--- config.mk ---
export PLATFORM = sky130hd
export DESIGN_NAME = battle_stat_updater
export DESIGN_NICKNAME = d
export VERILOG_FILES = /design/src/rtl/pkmn_pkg.sv /design/src/rtl/xp_award_calc.sv /design/src/rtl/battle_stat_updater.sv
export SDC_FILE = /design/constraint.sdc
export NUM_CORES = 1
export LEC_CHECK = 0
export BUFFER_PORTS_ARGS = -buffer_cell sky130_fd_sc_hd__buf_4
export CAP_MARGIN = 25
export CORE_MARGIN = 10
export CORE_UTILIZATION = 30
export DETAILED_ROUTE_END_ITERATION = 16
export GPL_TIMING_DRIVEN = 1
export PLACE_DENSITY = 0.49
export REMOVE_ABC_BUFFERS = 1
export SETUP_SLACK_MARGIN = 0.05
export SKIP_CTS_REPAIR_TIMING = 1
export SLEW_MARGIN = 20
export SYNTH_ARGS = -nofsm -noshare
export SYNTH_HDL_FRONTEND = slang
export SYNTH_SLANG_ARGS = --single-unit
--- constraint.sdc ---
create_clock -name Clk -period 7.4 [get_ports Clk]
set_input_delay 0.37 -clock Clk [delete_from_list [all_inputs] [get_ports Clk]]
set_output_delay 0.37 -clock Clk [all_outputs]
set_load 0.02 [all_outputs]
--- src/rtl/pkmn_pkg.sv ---
// -----------------------------------------------------------------------------
// pkmn_pkg
// Shared widths and FSM state type for the battle stat path. The HP/XP/level
// muxes in front of the stat register take their widths from here as well, so
// the updater and the muxes can never disagree on field sizes.
// -----------------------------------------------------------------------------
package pkmn_pkg;

  localparam int HP_W  = 6;
  localparam int XP_W  = 8;
  localparam int LVL_W = 4;

  typedef enum logic [2:0] {
    IDLE     = 3'd0,
    CALC_HP  = 3'd1,
    WRITE_HP = 3'd2,
    CALC_XP  = 3'd3,
    WRITE_XP = 3'd4,
    DONE     = 3'd5
  } battle_state_t;

endpackage

--- src/rtl/xp_award_calc.sv ---
// -----------------------------------------------------------------------------
// xp_award_calc
// Purely combinational XP award / level-up calculation.
//   atk_xp    in  XP_W   attacker XP before the award
//   xp_gain   in  XP_W   XP awarded for the faint
//   atk_level in  LVL_W  attacker level before the award
//   xp_res    out XP_W   attacker XP after the award
//   lvl_up    out 1      one level is gained
// At most one level is granted per award; the leftover XP is clamped so the
// attacker never carries a full level's worth into the next level. At the
// level cap the XP simply accumulates and saturates at the field maximum.
// -----------------------------------------------------------------------------
module xp_award_calc
  import pkmn_pkg::*;
#(
  parameter int XP_PER_LEVEL = 100,
  parameter int MAX_LEVEL    = 15
) (
  input  logic [XP_W-1:0]  atk_xp,
  input  logic [XP_W-1:0]  xp_gain,
  input  logic [LVL_W-1:0] atk_level,
  output logic [XP_W-1:0]  xp_res,
  output logic             lvl_up
);

  // One extra bit so the raw sum never wraps.
  localparam logic [XP_W:0] XPL    = (XP_W+1)'(XP_PER_LEVEL);
  localparam logic [XP_W:0] XP_CAP = XPL - 1'b1;

  logic [XP_W:0] sum;
  logic [XP_W:0] over;
  logic          at_cap;

  always_comb begin
    sum    = {1'b0, atk_xp} + {1'b0, xp_gain};
    over   = sum - XPL;
    at_cap = (int'(atk_level) >= MAX_LEVEL);
    xp_res = sum[XP_W-1:0];
    lvl_up = 1'b0;
    if (at_cap) begin
      xp_res = sum[XP_W] ? {XP_W{1'b1}} : sum[XP_W-1:0];
    end else if (sum >= XPL) begin
      lvl_up = 1'b1;
      xp_res = (over > XP_CAP) ? XP_CAP[XP_W-1:0] : over[XP_W-1:0];
    end
  end

endmodule

--- src/rtl/battle_stat_updater.sv ---
// -----------------------------------------------------------------------------
// battle_stat_updater
// Sequential stage feeding the HP/XP/level select muxes of the stat register.
// An attack request computes the defender's new HP (saturating at 0) and pulses
// hp_sel; if the defender faints, the attacker's XP award and possible level-up
// follow with an xp_sel / level_sel pulse.
//   Clk        in  1      clock, rising edge
//   Reset_n    in  1      synchronous active-low reset
//   start      in  1      one-cycle request
//   damage     in  HP_W   attack damage
//   def_hp     in  HP_W   defender HP
//   atk_xp     in  XP_W   attacker XP
//   atk_level  in  LVL_W  attacker level
//   xp_gain    in  XP_W   XP awarded on faint
//   hp_new     out HP_W   new defender HP (holds between operations)
//   hp_sel     out 1      one-cycle HP mux select
//   xp_new     out XP_W   new attacker XP (holds between operations)
//   xp_sel     out 1      one-cycle XP mux select
//   level_sel  out 1      one-cycle level mux select, only with xp_sel
//   busy       out 1      high in every state but IDLE
//   done       out 1      one-cycle completion pulse
//   fainted    out 1      faint flag, held until the next accepted start
//
// Handshake: start is a request with no acknowledge. It is accepted only on a
// rising edge where busy=0 (FSM in IDLE); while busy=1 it is dropped, not
// queued. The data inputs are captured on the accepting edge and not read
// again, so the caller may change them freely from the next cycle on.
// -----------------------------------------------------------------------------
module battle_stat_updater
  import pkmn_pkg::*;
#(
  parameter int XP_PER_LEVEL = 100,
  parameter int MAX_LEVEL    = 15
) (
  input  logic             Clk,
  input  logic             Reset_n,
  input  logic             start,
  input  logic [HP_W-1:0]  damage,
  input  logic [HP_W-1:0]  def_hp,
  input  logic [XP_W-1:0]  atk_xp,
  input  logic [LVL_W-1:0] atk_level,
  input  logic [XP_W-1:0]  xp_gain,
  output logic [HP_W-1:0]  hp_new,
  output logic             hp_sel,
  output logic [XP_W-1:0]  xp_new,
  output logic             xp_sel,
  output logic             level_sel,
  output logic             busy,
  output logic             done,
  output logic             fainted
);

  battle_state_t    state_q;

  // Latched request operands.
  logic [HP_W-1:0]  damage_q;
  logic [HP_W-1:0]  def_hp_q;
  logic [XP_W-1:0]  atk_xp_q;
  logic [LVL_W-1:0] atk_level_q;
  logic [XP_W-1:0]  xp_gain_q;

  // Registered outputs.
  logic [HP_W-1:0]  hp_new_q;
  logic             hp_sel_q;
  logic [XP_W-1:0]  xp_new_q;
  logic             xp_sel_q;
  logic             level_sel_q;
  logic             busy_q;
  logic             done_q;
  logic             fainted_q;

  // Next-value combinational results.
  logic [HP_W-1:0]  hp_res_d;
  logic [XP_W-1:0]  xp_res_d;
  logic             lvl_up_d;

  // Saturating subtract: damage at or above current HP leaves 0, never wraps.
  always_comb begin
    hp_res_d = (damage_q >= def_hp_q) ? '0 : (def_hp_q - damage_q);
  end

  xp_award_calc #(
    .XP_PER_LEVEL (XP_PER_LEVEL),
    .MAX_LEVEL    (MAX_LEVEL)
  ) u_xp_award_calc (
    .atk_xp    (atk_xp_q),
    .xp_gain   (xp_gain_q),
    .atk_level (atk_level_q),
    .xp_res    (xp_res_d),
    .lvl_up    (lvl_up_d)
  );

  // Outputs are registered on the edge that enters each state, so a pulse is
  // visible for exactly the cycle the FSM spends in the matching state.
  always_ff @(posedge Clk) begin
    if (!Reset_n) begin
      state_q     <= IDLE;
      damage_q    <= '0;
      def_hp_q    <= '0;
      atk_xp_q    <= '0;
      atk_level_q <= '0;
      xp_gain_q   <= '0;
      hp_new_q    <= '0;
      hp_sel_q    <= 1'b0;
      xp_new_q    <= '0;
      xp_sel_q    <= 1'b0;
      level_sel_q <= 1'b0;
      busy_q      <= 1'b0;
      done_q      <= 1'b0;
      fainted_q   <= 1'b0;
    end else begin
      hp_sel_q    <= 1'b0;
      xp_sel_q    <= 1'b0;
      level_sel_q <= 1'b0;
      done_q      <= 1'b0;
      case (state_q)
        IDLE: begin
          if (start) begin
            damage_q    <= damage;
            def_hp_q    <= def_hp;
            atk_xp_q    <= atk_xp;
            atk_level_q <= atk_level;
            xp_gain_q   <= xp_gain;
            fainted_q   <= 1'b0;
            busy_q      <= 1'b1;
            state_q     <= CALC_HP;
          end
        end
        CALC_HP: begin
          if (def_hp_q == '0) begin
            // Already fainted: no writes, so no second XP award.
            fainted_q <= 1'b1;
            done_q    <= 1'b1;
            state_q   <= DONE;
          end else begin
            hp_new_q  <= hp_res_d;
            hp_sel_q  <= 1'b1;
            fainted_q <= (hp_res_d == '0);
            state_q   <= WRITE_HP;
          end
        end
        WRITE_HP: begin
          // hp_new_q holds the result just written.
          if (hp_new_q == '0) begin
            state_q <= CALC_XP;
          end else begin
            done_q  <= 1'b1;
            state_q <= DONE;
          end
        end
        CALC_XP: begin
          xp_new_q    <= xp_res_d;
          xp_sel_q    <= 1'b1;
          level_sel_q <= lvl_up_d;
          state_q     <= WRITE_XP;
        end
        WRITE_XP: begin
          done_q  <= 1'b1;
          state_q <= DONE;
        end
        DONE: begin
          busy_q  <= 1'b0;
          state_q <= IDLE;
        end
        default: begin
          busy_q  <= 1'b0;
          state_q <= IDLE;
        end
      endcase
    end
  end

  assign hp_new    = hp_new_q;
  assign hp_sel    = hp_sel_q;
  assign xp_new    = xp_new_q;
  assign xp_sel    = xp_sel_q;
  assign level_sel = level_sel_q;
  assign busy      = busy_q;
  assign done      = done_q;
  assign fainted   = fainted_q;

endmodule

# Word level (Yosys, flattened, before mapping)
# Cells that the tools add are included.
# classes
n_reduce_logical	12
muxes	20
n_eq_ne	5
magnitude_cmp	4
bitwise	4
addsub	3
# ops
cell	n
$mux 8	4
$logic_not 6->1	3
$pmux 3 s5	1
$reduce_and 2->1	5
$add 8x8->9	1
$ge 9x7->1 const B	1
$gt 9x7->1 const B	1
$mux 3	3
$sub 9x7->9 const B	1
$mux 1	8
$eq 3x2->1 const B	2
$ge 6x6->1	1
$mux 6	1
$sub 6x6->6	1
$ge 4x4->1 const B	1
$not 1->1	4
$pmux 1 s2	2
$reduce_or 4->1	1
$eq 3x1->1 const B	1
$eq 3x3->1 const B	1
$logic_not 3->1	1
$pmux 1 s3	1
$reduce_or 3->1	1
$ne 2x2->1 const B	1
$reduce_bool 2->1	1
# totals
wordCells	62
out_inout_bits	20
register_bits	55

# Logic depth before layout (Yosys ltp)
# logic_depth
depth_word	6
ltp_mapped	14
ltp_nobuf	14

# Hierarchy
# A second synthesis with hierarchy kept.
# hier_totals
hier_cells	410
area_unflattened_um2	3263.1
# modules_own_cells
module	cells_per_inst	instances	area_each_um2	seq_area_each_um2
battle_stat_updater	303	1	2387.3	1101.1
xp_award_calc	107	1	875.8	0.0

# Worst setup path after synthesis
# OpenSTA, ideal clock, no wires.
# synth_timing
path_kind	register to register
from	reg atk_xp_q[0]
to	reg xp_new_q[2] (netlist: xp_new[2])
setup_time_ns	0.132
stages_incl_launch_ff	12
t_required_ns	7.268
n_path_buf	0
t_arrival_ns	2.698
slack_ns	4.570
path_cell_list	dfxtp_1 > ha_1 > fa_1 > xnor2_1 > ha_1 > a21boi_0 > a32o_1 > or3_1 > nor3_1 > a211oi_1 > nand3_2 > a31oi_2
# synth_via
elab_chain_cells	6
word_cells_on_any_way	8
cone_classes	add/sub (2); order compare (2); mux (4)
# synth_lines
item	line_no	text
from (decl)	battle_stat_updater.sv:58	logic [XP_W-1:0] atk_xp_q;
from (signal assigned)	battle_stat_updater.sv:121	atk_xp_q <= atk_xp;
$add 8x8->9 *	xp_award_calc.sv:35	sum = {1'b0, atk_xp} + {1'b0, xp_gain};
$sub 9x7->9	xp_award_calc.sv:36	over = sum - XPL;
$gt 9x7->1	xp_award_calc.sv:44	xp_res = (over > XP_CAP) ? XP_CAP[XP_W-1:0] : over[XP_W-1:0];
$mux 8	xp_award_calc.sv:44	
$mux 8	xp_award_calc.sv:42	end else if (sum >= XPL) begin
$mux 8 *	xp_award_calc.sv:40	if (at_cap) begin
to (signal assigned)	battle_stat_updater.sv:152	xp_new_q <= xp_res_d;
to (decl)	battle_stat_updater.sv:65	logic [XP_W-1:0] xp_new_q;
# Mark *: on every way between the ends. The rest lies on a longest branch, timed or not.
# A chain may end at the register's enable or synchronous reset.

# Worst setup path in the final report
# layout_timing
from	reg atk_xp_q[0]
to	reg xp_new_q[1] (netlist: xp_new[1])
# The elaborated chain is that of the path after synthesis.

==> impl_metrics.ini <==
[run_status]
run_status = finished, final reports clean

[worst_setup_path]
timing.critical_path.from_type = flip-flop
ff2ff_setup_slack_ps = 4290
path_class = flip-flop to flip-flop
worst_path_max_fanout = 5
critical_path_required_ps = 7640
critPathCaptureType = flip-flop
crit_path_max_incr_delay_ps = 460
cp_cell_sequence = ha_1 -> fa_1 -> xnor2_1 -> ha_1 -> a21boi_0 -> a32o_1 -> or3_1 -> nor3_1 -> a21oi_1 -> a21o_1 -> a21oi_1
worstRegToRegCells = 11
worst_ep_arrival_time_ps = 3350
regToRegEndpoint = xp_new[1]
reg2reg_from = atk_xp_q[0]
timing.critical_path.slowest_stage_cell = sky130_fd_sc_hd__xnor2_1

[finish]
final_cell_count_no_fill = 555
layout-drive-gt1-share_pct = 19.0
num-nets-final = 474
layout-area-overhead-vs-synth_pct = 19.8
insertedDiodeCount = 0

[route]
totalWireLength_mm = 7.27
remaining_drc_errors = 0
drtIter0Drc = 111
detailroute.via_count = 2648
detailedRoute.firstPassIterationCount = 4
post_drt_via_cell_ratio = 4.77
detail_route.wl_per_cell_um = 13.1
antenna_left = 0

[global_routing]
grt.overflow.total = 0
grt.met2_usage_pct = 16.4
first_global_vias = 2659
gr-usage-met3_pct = 2.58
grt_start_max_net_pins = 36
grt-busiest-layer = met2
gr-usage-all-layers_pct = 10.4
gr-usage-met1_pct = 13.7
grt_antenna_before_repair = 0
grt_pass1_wl_mm = 12.7

[die]
effective_utilization_at_floorplan_pct = 30.6
pin_count = 55
die_height_um = 120
floorplan.core_area_mm2 = 0.00973
die_area_mm2 = 0.0143
die_w_um = 120
num_rows = 36

[power_and_ir_drop]
internal_power_uw = 508
comb_power_share_pct = 36.1
power_switching_share_pct = 36.3
power_frac_clock_pct = 20.8
power_per_cell_area_mw_per_mm2 = 223
power.net_switching_uw = 289
seq_power_share_pct = 43.1
total_leakage_power_uw = 0.00151
vdd.ir_drop.worst_mv = 0.0789

[clocking]
cts_tree = done
clk_pin_slew_ps = 100
clk-insertion-delay-late_ps = 310
ctsHtreeMaxLevel = 2
cts.root.buffer_cell = sky130_fd_sc_hd__clkbuf_8
max-clock-path-buffers = 2
cts.sinks = 55
cts-buffers-inserted = 5

[sta]
hold_violations_final = 0
period_needed_ps = 3110
slew_worst_pin_ps = 682
setup-tns-final_ps = 0
finalSetupViolCount = 0
timing.fmax_mhz = 321
drv_slew = 0
setup_repair_after_global_routing_missed_its_margin = false
worst_clock_skew_ps = 9.73
final_min_period_over_clock_period_pct = 42.0
relSlewSlack_pct = 54.4

[place]
placed_cells_incl_taps = 547
routabilityCongestion = 0.776
placement.io_buffers = 54
dpl.hpwl_mm = 5.63

[synth]
postSynthRegisterBits = 55
postSynthAreaPerCell_um2 = 7.92
synthCells = 376
postSynth.topFlopCell = sky130_fd_sc_hd__dfxtp_1
synth-warning-count = 0
count_of_flip_flops_with_a_built_in_enable_after_synthesis = 0
synth.cell_area_mm2 = 0.00298
synth_cell_type_count = 59
synth-seq-area-share_pct = 37.0
async_flop_share_pct = 0

[run]
cap_viol_max_count = 0

[min_path]
cell_count_of_the_worst_hold_path = 3
worst_hold_path_type = input port to flip-flop
min_to = def_hp_q[5]
hold_path.startpoint = def_hp[5]
power by group through the flow:
stage / logic (uW) / clock network (uW) / registers (uW)
floorplan: 202 / 0 / 354
global placement: 288 / 0 / 350
detailed placement: 290 / 0 / 351
CTS: 292 / 176 / 344
global route: 332 / 186 / 348
finish: 288 / 166 / 343
stage by stage:
| stage | worst slack [ps] | instance area (um^2) | hold WS, ps | utilization, % | power, uW |
|---|---|---|---|---|---|
| after global routing | 3990 | 3570 | 276 | 36.7 | 867 |
| final | 4290 | 3570 | 303 | 36.7 | 797 |
| after detailed placement | 4340 | 3480 | 448 | 35.8 | 641 |
| after CTS | 4300 | 3570 | 283 | 36.7 | 811 |
| after global placement | 4360 | 3480 | 445 | 35.8 | 638 |
| after floorplan | 4570 | 2890 | 436 | - | 556 |
state kept, by name, summed over array words and instances (netlist names), 3 cells and up:
signal	cells
xp_new	8
atk_xp_q	8
def_hp_q	6
damage_q	6
atk_level_q	4
xp_gain_q	8
hp_new	6
state_q	3
metal layers:
metal,vias up,part of all wire (%)
li1,1403,-
met1,1185,49
met2,56,44
met3,4,5.3
met4,0,1.2
met5,-,0
logic make-up after synthesis:
| family | synth area share, % |
|---|---|
| simple gates | 25.7 |
| compound gates | 22.4 |
| flops | 37.0 |
| buf+inv | 4.75 |
| fa+ha+maj | 8.07 |
| xor+xnor | 2.06 |
critical path, delay by kind of cell (launching register included):
| family | cells | cell delay, ps |
|---|---|---|
| flops | 1 | 330 |
| compound gates | 5 | 770 |
| fa+ha+maj | 3 | 1010 |
| simple gates | 2 | 500 |
| xor+xnor | 1 | 460 |
placed cells by master, fill, tap and decap left out, types with 2 or more instances in the layout:
cell type,instances
sky130_fd_sc_hd__a22oi_1,4
sky130_fd_sc_hd__clkbuf_8,5
sky130_fd_sc_hd__fa_1,2
sky130_fd_sc_hd__a22o_1,2
sky130_fd_sc_hd__o21bai_1,2
sky130_fd_sc_hd__o21a_1,2
sky130_fd_sc_hd__and2_1,3
sky130_fd_sc_hd__buf_4,56
sky130_fd_sc_hd__nor2_1,27
sky130_fd_sc_hd__and3_1,3
sky130_fd_sc_hd__a211oi_1,2
sky130_fd_sc_hd__dfxtp_1,55
sky130_fd_sc_hd__nand3b_1,2
sky130_fd_sc_hd__nor2b_1,2
sky130_fd_sc_hd__ha_1,16
sky130_fd_sc_hd__a21oi_2,2
sky130_fd_sc_hd__a31oi_1,2
sky130_fd_sc_hd__or3_1,3
sky130_fd_sc_hd__nor3b_1,3
sky130_fd_sc_hd__a21oi_1,53
sky130_fd_sc_hd__or4_1,2
sky130_fd_sc_hd__nand2b_1,6
sky130_fd_sc_hd__nand2_1,78
sky130_fd_sc_hd__o22ai_1,2
sky130_fd_sc_hd__a21o_1,7
sky130_fd_sc_hd__o21ai_0,12
sky130_fd_sc_hd__nand4_1,4
sky130_fd_sc_hd__o31ai_1,2
sky130_fd_sc_hd__nand3_1,5
sky130_fd_sc_hd__inv_1,14
sky130_fd_sc_hd__nor3_1,9
sky130_fd_sc_hd__xnor2_1,6
final cells by class:
type,instances,area (um^2)
clock inverter,2,12.5
tap,133,166
inverter,15,56.3
clock buffer,6,72.6
timing repair buffer,56,420
sequential,55,1100
fill,1096,6160
multi-input combinational,288,1740
worst max path at each step:
stage | startpoint | end | cells past startpoint | slack (ps)
floorplan | atk_xp_q[0] | xp_new[0] | 11 | 4570
global placement | atk_xp_q[0] | xp_new[0] | 11 | 4360
detailed placement | atk_xp_q[0] | xp_new[0] | 11 | 4340
CTS | atk_xp_q[0] | xp_new[1] | 11 | 4300
global route | atk_xp_q[0] | xp_new[2] | 12 | 3990
finish | atk_xp_q[0] | xp_new[1] | 11 | 4290
Yosys cell counts (2+ instances only):
master,n,share of area (%)
sky130_fd_sc_hd__nand2_1,79,10
sky130_fd_sc_hd__dfxtp_1,55,37
sky130_fd_sc_hd__a21oi_1,53,8.9
sky130_fd_sc_hd__nor2_1,27,3.4
sky130_fd_sc_hd__ha_1,16,6.7
sky130_fd_sc_hd__clkbuf_1,14,1.8
sky130_fd_sc_hd__inv_1,14,1.8
sky130_fd_sc_hd__o21ai_0,12,2.0
sky130_fd_sc_hd__nor3_1,9,1.5
sky130_fd_sc_hd__a21o_1,7,1.8
sky130_fd_sc_hd__nand2b_1,6,1.3
sky130_fd_sc_hd__xnor2_1,6,1.8
sky130_fd_sc_hd__nand3_1,5,0.84
sky130_fd_sc_hd__a22oi_1,4,1.0
sky130_fd_sc_hd__nand4_1,4,0.84
sky130_fd_sc_hd__and2_1,3,0.63
sky130_fd_sc_hd__and3_1,3,0.63
sky130_fd_sc_hd__nor3b_1,3,0.76
sky130_fd_sc_hd__or3_1,3,0.63
sky130_fd_sc_hd__a211oi_1,2,0.50
sky130_fd_sc_hd__a21oi_2,2,0.59
sky130_fd_sc_hd__a22o_1,2,0.59
sky130_fd_sc_hd__a31oi_1,2,0.42
sky130_fd_sc_hd__buf_1,2,0.25
sky130_fd_sc_hd__fa_1,2,1.3
sky130_fd_sc_hd__nand3b_1,2,0.50
sky130_fd_sc_hd__nor2b_1,2,0.42
sky130_fd_sc_hd__o21a_1,2,0.50
sky130_fd_sc_hd__o21bai_1,2,0.50
sky130_fd_sc_hd__o22ai_1,2,0.42
sky130_fd_sc_hd__o31ai_1,2,0.50
sky130_fd_sc_hd__or4_1,2,0.50
Power figures use the tool's default switching activity.
